[config.mk]
export PLATFORM = sky130hd
export DESIGN_NAME = logic_unit_acc
export DESIGN_NICKNAME = d
export VERILOG_FILES = /design/src/rtl/logic_pkg.sv /design/src/rtl/bitwise_core.sv /design/src/rtl/logic_unit_acc.sv
export SDC_FILE = /design/constraint.sdc
export NUM_CORES = 1
export LEC_CHECK = 0
export BUFFER_PORTS_ARGS = -buffer_cell sky130_fd_sc_hd__buf_4
export CORE_MARGIN = 3
export CORE_UTILIZATION = 30
export CTS_CLUSTER_SIZE = 16
export DETAILED_ROUTE_END_ITERATION = 6
export GPL_TIMING_DRIVEN = 0
export SYNTH_ARGS = -nofsm -noshare
export SYNTH_HDL_FRONTEND = slang
export SYNTH_SLANG_ARGS = --single-unit
[constraint.sdc]
create_clock -name clk -period 3.9 [get_ports clk]
set_input_delay 0.39 -clock clk [delete_from_list [all_inputs] [get_ports clk]]
set_output_delay 0.39 -clock clk [all_outputs]
set_load 0.05 [all_outputs]
[src/rtl/logic_pkg.sv]
// Shared op encoding for the bitwise/accumulator unit and the ALU op decoder.
package logic_pkg;

    typedef logic [2:0] op_t;

    localparam op_t OP_AND      = 3'b000;
    localparam op_t OP_OR       = 3'b001;
    localparam op_t OP_XOR      = 3'b010;
    localparam op_t OP_NAND     = 3'b011;
    localparam op_t OP_NOR      = 3'b100;
    localparam op_t OP_XNOR     = 3'b101;
    localparam op_t OP_ACC_XOR  = 3'b110;
    localparam op_t OP_ACC_LOAD = 3'b111;

endpackage

[src/rtl/bitwise_core.sv]
// Stateless datapath: selected bitwise op plus next accumulator value.
module bitwise_core
    import logic_pkg::*;
#(
    parameter int WIDTH = 4
) (
    input  op_t              op,
    input  logic [WIDTH-1:0] a,
    input  logic [WIDTH-1:0] b,
    input  logic [WIDTH-1:0] acc,
    output logic [WIDTH-1:0] next_result,
    output logic [WIDTH-1:0] next_acc
);

    // Operation decode; accumulator passes through except for the two ACC ops.
    always_comb begin
        next_result = {WIDTH{1'b0}};
        next_acc    = acc;
        case (op)
            OP_AND:      next_result = a & b;
            OP_OR:       next_result = a | b;
            OP_XOR:      next_result = a ^ b;
            OP_NAND:     next_result = ~(a & b);
            OP_NOR:      next_result = ~(a | b);
            OP_XNOR:     next_result = ~(a ^ b);
            OP_ACC_XOR: begin
                next_acc    = acc ^ a ^ b;
                next_result = acc ^ a ^ b;
            end
            OP_ACC_LOAD: begin
                next_acc    = a;
                next_result = a;
            end
            default: begin
                next_result = {WIDTH{1'b0}};
                next_acc    = acc;
            end
        endcase
    end

endmodule

[src/rtl/logic_unit_acc.sv]
// Bitwise unit with XOR accumulator, single output register and valid/ready handshake.
module logic_unit_acc
    import logic_pkg::*;
#(
    parameter int WIDTH = 4
) (
    input  logic             clk,
    input  logic             rst,
    input  logic             in_valid,
    output logic             in_ready,
    input  logic [2:0]       op,
    input  logic [WIDTH-1:0] a,
    input  logic [WIDTH-1:0] b,
    output logic             out_valid,
    input  logic             out_ready,
    output logic [WIDTH-1:0] result,
    output logic             flag_zero,
    output logic             flag_parity,
    output logic [WIDTH-1:0] acc
);

    function automatic logic calc_parity(input logic [WIDTH-1:0] v);
        calc_parity = ^v;
    endfunction

    logic             out_valid_r;
    logic [WIDTH-1:0] result_r;
    logic             flag_zero_r;
    logic             flag_parity_r;
    logic [WIDTH-1:0] acc_r;

    logic             accept_s;
    logic [WIDTH-1:0] next_result_s;
    logic [WIDTH-1:0] next_acc_s;
    logic             next_zero_s;
    logic             next_parity_s;

    // Ready whenever the output register is empty or being drained this cycle.
    assign in_ready = !out_valid_r || out_ready;
    assign accept_s = in_valid && in_ready;

    bitwise_core #(
        .WIDTH(WIDTH)
    ) u_core (
        .op          (op_t'(op)),
        .a           (a),
        .b           (b),
        .acc         (acc_r),
        .next_result (next_result_s),
        .next_acc    (next_acc_s)
    );

    // Flags derive from the value about to be registered, never the held one.
    always_comb begin
        next_zero_s   = (next_result_s == {WIDTH{1'b0}});
        next_parity_s = calc_parity(next_result_s);
    end

    // Output register and accumulator; reset overrides any same-cycle accept.
    always_ff @(posedge clk) begin
        if (rst) begin
            out_valid_r   <= 1'b0;
            result_r      <= {WIDTH{1'b0}};
            flag_zero_r   <= 1'b0;
            flag_parity_r <= 1'b0;
            acc_r         <= {WIDTH{1'b0}};
        end else if (accept_s) begin
            out_valid_r   <= 1'b1;
            result_r      <= next_result_s;
            flag_zero_r   <= next_zero_s;
            flag_parity_r <= next_parity_s;
            acc_r         <= next_acc_s;
        end else if (out_ready) begin
            out_valid_r   <= 1'b0;
        end
    end

    assign out_valid   = out_valid_r;
    assign result      = result_r;
    assign flag_zero   = flag_zero_r;
    assign flag_parity = flag_parity_r;
    assign acc         = acc_r;

endmodule

Word-level counts from Yosys, hierarchy flattened
Index checks and enable logic that the tools add are counted.
W data, S select, Z words.
- equal/unequal tests: 7
- multiplexer cells: 4
- bitwise operators: 8
- reductions and logical operators: 9
- operators with widths (kind ; count):
    $pmux W4 S8 ; 1
    $eq A3 B3 Y1 const B ; 4
    $not A4 Y4 ; 3
    $xor A4 B4 Y4 ; 3
    $pmux W4 S2 ; 1
    $eq A3 B2 Y1 const B ; 2
    $and A4 B4 Y4 ; 1
    $logic_not A4 Y1 ; 1
    $or A4 B4 Y4 ; 1
    $reduce_bool A2 Y1 ; 2
    $reduce_xor A4 Y1 ; 1
    $eq A3 B1 Y1 const B ; 1
    $logic_not A3 Y1 ; 1
    $mux W1 ; 2
    $reduce_and A2 Y1 ; 1
    $logic_and A1 B1 Y1 ; 1
    $logic_not A1 Y1 ; 1
    $logic_or A1 B1 Y1 ; 1
- register bits after elaboration: 11
- output and inout bits: 12
- logic and storage cells: 33

Depth between registers and ports, before layout
- word-level depth: 4
- depth in mapped cells: 12
- mapped depth without buffers: 11

Hierarchy
A second synthesis with hierarchy kept.
- cells, all modules: 126
- area total of the unflattened synthesis: 1032.2 um^2
- modules (own cells, without submodules) (module ; instances ; cells an instance ; area an instance (um^2) ; sequential area each (um^2)):
    logic_unit_acc ; 1 ; 55 ; 580.6 ; 220.2
    bitwise_core ; 1 ; 71 ; 451.7 ; 0.0

Worst setup path before layout
Ideal clock, no wire load.
- path kind: input -> register
- from: input port a[2]
- to: register flag_parity_r (netlist: flag_parity)
- setup time: 129 ps
- arrival time: 2069 ps
- slack: 1702 ps
- cell stages on the path: 12
- path buffers: 1
- cells stage by stage: buf_2 > inv_1 > ha_1 > a221o_1 > nand2_1 > o311ai_1 > o22ai_1 > ha_1 > xnor2_1 > nor2_1 > a21oi_1 > nor2_1
- longest elaborated chain between the ends: 4
- elaborated cells on any way between the ends: 10
- ends and longest elaborated chain (item ; line ; RTL):
    start: declaration ; logic_unit_acc.sv:12 ; input logic [WIDTH-1:0] a,
    $xor A4 B4 Y4 (tied with other cells) (2 in series) ; bitwise_core.sv:28 ; next_result = acc ^ a ^ b;
    $pmux W4 S8 (*) ; bitwise_core.sv:19 ; case (op)
    $reduce_xor A4 Y1 (*) ; logic_unit_acc.sv:23 ; calc_parity = ^v;
    end signal: assignment ; logic_unit_acc.sv:71 ; flag_parity_r <= next_parity_s;
    end: declaration ; logic_unit_acc.sv:29 ; logic flag_parity_r;
Every way passes the cells marked *; elsewhere a longest branch is shown, timed or not.
A chain may end at the register's enable or synchronous reset.

Final worst setup path
- from: input port a[1]
- to: register flag_parity_r (netlist: flag_parity)
The elaborated chain is that of the path after synthesis.

==> load_flow_metrics.sql <==
INSERT INTO impl_metrics (metric_group, metric, value, unit) VALUES
('cts', 'cts_root_buf', 'sky130_fd_sc_hd__clkbuf_8', ''),
('drt', 'drt_wl_total', '3045', 'µm'),
('setup_path', 'cp.required', '4.01', 'ns'),
('cts', 'cts-resized-gates', '0', ''),
('timing', 'setup_tns', '0', 'ns'),
('timing', 'worst_clock_skew', '0.001112', 'ns'),
('cts', 'post_cts_buffers', '0', ''),
('drt', 'route.vias.total', '1189', ''),
('synth', 'asyncSetResetFlopFracSynth', '0', ''),
('setup_path', 'setup.worst_path.class', 'input pin to flop', ''),
('placement', 'count_of_buffers_from_port_buffering', '25', ''),
('cts', 'insertion_delay', '0.24', 'ns'),
('finish', 'mostFrequentLayoutCell', 'sky130_fd_sc_hd__buf_4', ''),
('synth', 'postSynth.topFlopCell', 'sky130_fd_sc_hd__dfxtp_1', ''),
('placement', 'dpl_worst_slack', '1.451', 'ns'),
('finish', 'antennaDiodeCount', '0', ''),
('run', 'drv_cap', '0', ''),
('run_status', 'outcome', 'completed', ''),
('floorplanning', 'dieArea', '4428', 'µm²'),
('finish', 'top_library_cells_by_usage_in_the_layout_fill_and_taps_aside', '26 x sky130_fd_sc_hd__buf_4, 15 x sky130_fd_sc_hd__nor2_1, 11 x sky130_fd_sc_hd__dfxtp_1', ''),
('cts', 'hold_buffer_count_at_cts', '0', ''),
('timing', 'finalWorstSetupSlack', '1.678', 'ns'),
('placement', 'place_area', '1345', 'µm²'),
('global_route', 'globalRouteMet2Util', '0.2389', ''),
('synth', 'syn_area', '1100', 'µm²'),
('synth', 'synth_enable_flop_cells', '0', ''),
('floorplanning', 'core-area', '3442', 'µm²'),
('global_route', 'gr-usage-met1', '0.1818', ''),
('timing', 'timing_hold_violations_final', '0', ''),
('floorplanning', 'fp.dieH', '66.55', 'µm'),
('power_and_ir_drop', 'p_total', '0.4160', 'mW'),
('drt', 'wl_per_cell', '13.90', 'µm'),
('floorplanning', 'ioPinCount', '27', ''),
('timing', 'timing.final.crit_share', '0.5697', ''),
('synth', 'synth_top_area_share', '0.2002', ''),
('cts', 'cts.htree.levels', '1', ''),
('synth', 'post_synth_inst_count', '144', ''),
('drt', 'drt_first_iter_violations', '137', ''),
('setup_path', 'crit_fanout', '7', ''),
('timing', 'slew-limit-headroom', '0.6678', ''),
('global_route', 'grt_max_degree', '11', ''),
('power_and_ir_drop', 'power_per_unit_of_standard_cell_area', '299.3', 'nW/µm²'),
('setup_path', 'setup.worst_path.end_class', 'flop', ''),
('synth', 'synthesis.yosys.warnings', '0', ''),
('floorplanning', 'initial_core_util', '0.3195', ''),
('finish', 'area_delta_synth_final', '26.39', '%'),
('placement', 'gp_congestion', '0.8850', ''),
('timing', 'worst-slew-pin-transition', '0.4983', 'ns'),
('global_route', 'grt_first_pass_wirelength', '4954', 'µm'),
('global_route', 'grt_most_used_layer', 'met2', ''),
('finish', 'drive_gt1_frac', '0.2370', ''),
('floorplanning', 'die_w', '66.55', 'µm'),
('timing', 'rsz0062_at_grt', 'no', ''),
('synth', 'post_synth_num_cell_types', '38', ''),
('cts', 'numCtsBuffers', '3', ''),
('power_and_ir_drop', 'vdd_drop_max', '0.1217', 'mV'),
('cts', 'clock_tree_from_tritoncts', 'yes', ''),
('setup_path', 'worstSetupStartpointType', 'input pin', ''),
('global_route', 'grt_pass1_vias', '1085', ''),
('drt', 'antenna_violating_nets_post_route', '0', ''),
('timing', 'final-max-slew-violation-count', '0', ''),
('floorplanning', 'fp-row-count', '21', ''),
('timing', 'holdWs', '0.4282', 'ns'),
('synth', 'synth.area.top_cells', 'sky130_fd_sc_hd__dfxtp_1 20%, sky130_fd_sc_hd__ha_1 11%, sky130_fd_sc_hd__nor2_1 5.1%', ''),
('global_route', 'grt.total_usage', '0.1414', ''),
('cts', 'cts_max_path_buffers', '2', ''),
('placement', 'place.detailed.hpwl', '2326', 'µm'),
('global_route', 'grt_antenna_before_repair', '0', ''),
('synth', 'yosysSeqAreaShare', '0.2002', ''),
('finish', 'fill_cells', '367', ''),
('setup_path', 'worst-endpoint-arrival', '2.33', 'ns');
==> cell families after synthesis <==
| kind of cell | synth area share |
|---|---|
| flops | 0.2002 |
| fa+ha+maj | 0.1138 |
| xor+xnor | 0.07167 |
| mux | 0.009102 |
| compound gates | 0.3004 |
| simple gates | 0.2150 |
| buf+inv | 0.08988 |
==> cells in the mapped netlist (4+ instances only) <==
cell,instances
sky130_fd_sc_hd__nor3b_1,4
sky130_fd_sc_hd__dfxtp_1,11
sky130_fd_sc_hd__buf_2,7
sky130_fd_sc_hd__ha_1,10
sky130_fd_sc_hd__a22oi_1,7
sky130_fd_sc_hd__inv_1,10
sky130_fd_sc_hd__nand2_1,7
sky130_fd_sc_hd__a21oi_1,10
sky130_fd_sc_hd__a211o_1,4
sky130_fd_sc_hd__xor2_1,4
sky130_fd_sc_hd__nor3_1,7
sky130_fd_sc_hd__nor2_1,15
sky130_fd_sc_hd__o22ai_1,6
sky130_fd_sc_hd__xnor2_1,5
==> report_power, final <==
group          internal (mW)  switching, mW
sequential             0.121        0.00550
combinational         0.0677          0.101
clock                 0.0721         0.0487
==> cell type report <==
cell class	count	area [µm²]	area share
plain buffers	10	50.05	0.03600
clock buffers	4	45.04	0.03240
inverters	13	48.80	0.03510
multi-input cells	110	780.7	0.5617
flip-flops and latches	11	220.2	0.1584
well taps	46	57.56	0.04140
repair buffers	25	187.7	0.1350
==> path summary, 6_finish.rpt <==
kind / cells past startpoint / slack [ns] / end / startpoint
setup / recovery: 13 / 1.68 / flag_parity / a[1]
hold / removal: 3 / 0.43 / out_valid / in_valid
setup reg to reg: 8 / 2.11 / flag_parity / acc[0]
hold reg to reg: 2 / 0.45 / flag_zero / flag_zero
==> per-stage QoR <==
stage          cells    util
6_report         219  0.4039
5_1_grt          219  0.4039
4_1_cts          219  0.4039
3_3_place_gp     215  0.3908
3_5_place_dp     215  0.3908
2_1_floorplan    144       -
==> layer usage <==
| metal | wire length, µm | share of wire | vias up |
|---|---|---|---|
| met5 | 0 | 0 | - |
| met4 | 39 | 0.013 | 0 |
| met3 | 161 | 0.053 | 6 |
| met2 | 1423 | 0.47 | 44 |
| met1 | 1420 | 0.47 | 548 |
| li1 | - | - | 591 |
==> registers in the layout (all words and copies together) (netlist names) <==
name         flops
result           4
flag_zero        1
flag_parity      1
out_valid        1
acc              4
==> critical path, cell delays in order <==
cell and delay [ns]:
sky130_fd_sc_hd__buf_4 0.08, sky130_fd_sc_hd__buf_2 0.16, sky130_fd_sc_hd__inv_1 0.07, sky130_fd_sc_hd__ha_1 0.31, sky130_fd_sc_hd__a22oi_1 0.20, sky130_fd_sc_hd__o32a_1 0.18
sky130_fd_sc_hd__o221ai_1 0.14, sky130_fd_sc_hd__o41ai_1 0.11, sky130_fd_sc_hd__ha_1 0.31, sky130_fd_sc_hd__xnor2_1 0.15, sky130_fd_sc_hd__nor2_1 0.05, sky130_fd_sc_hd__a21oi_1 0.12
sky130_fd_sc_hd__nor2_1 0.06
(Power assumes the default switching activity.)
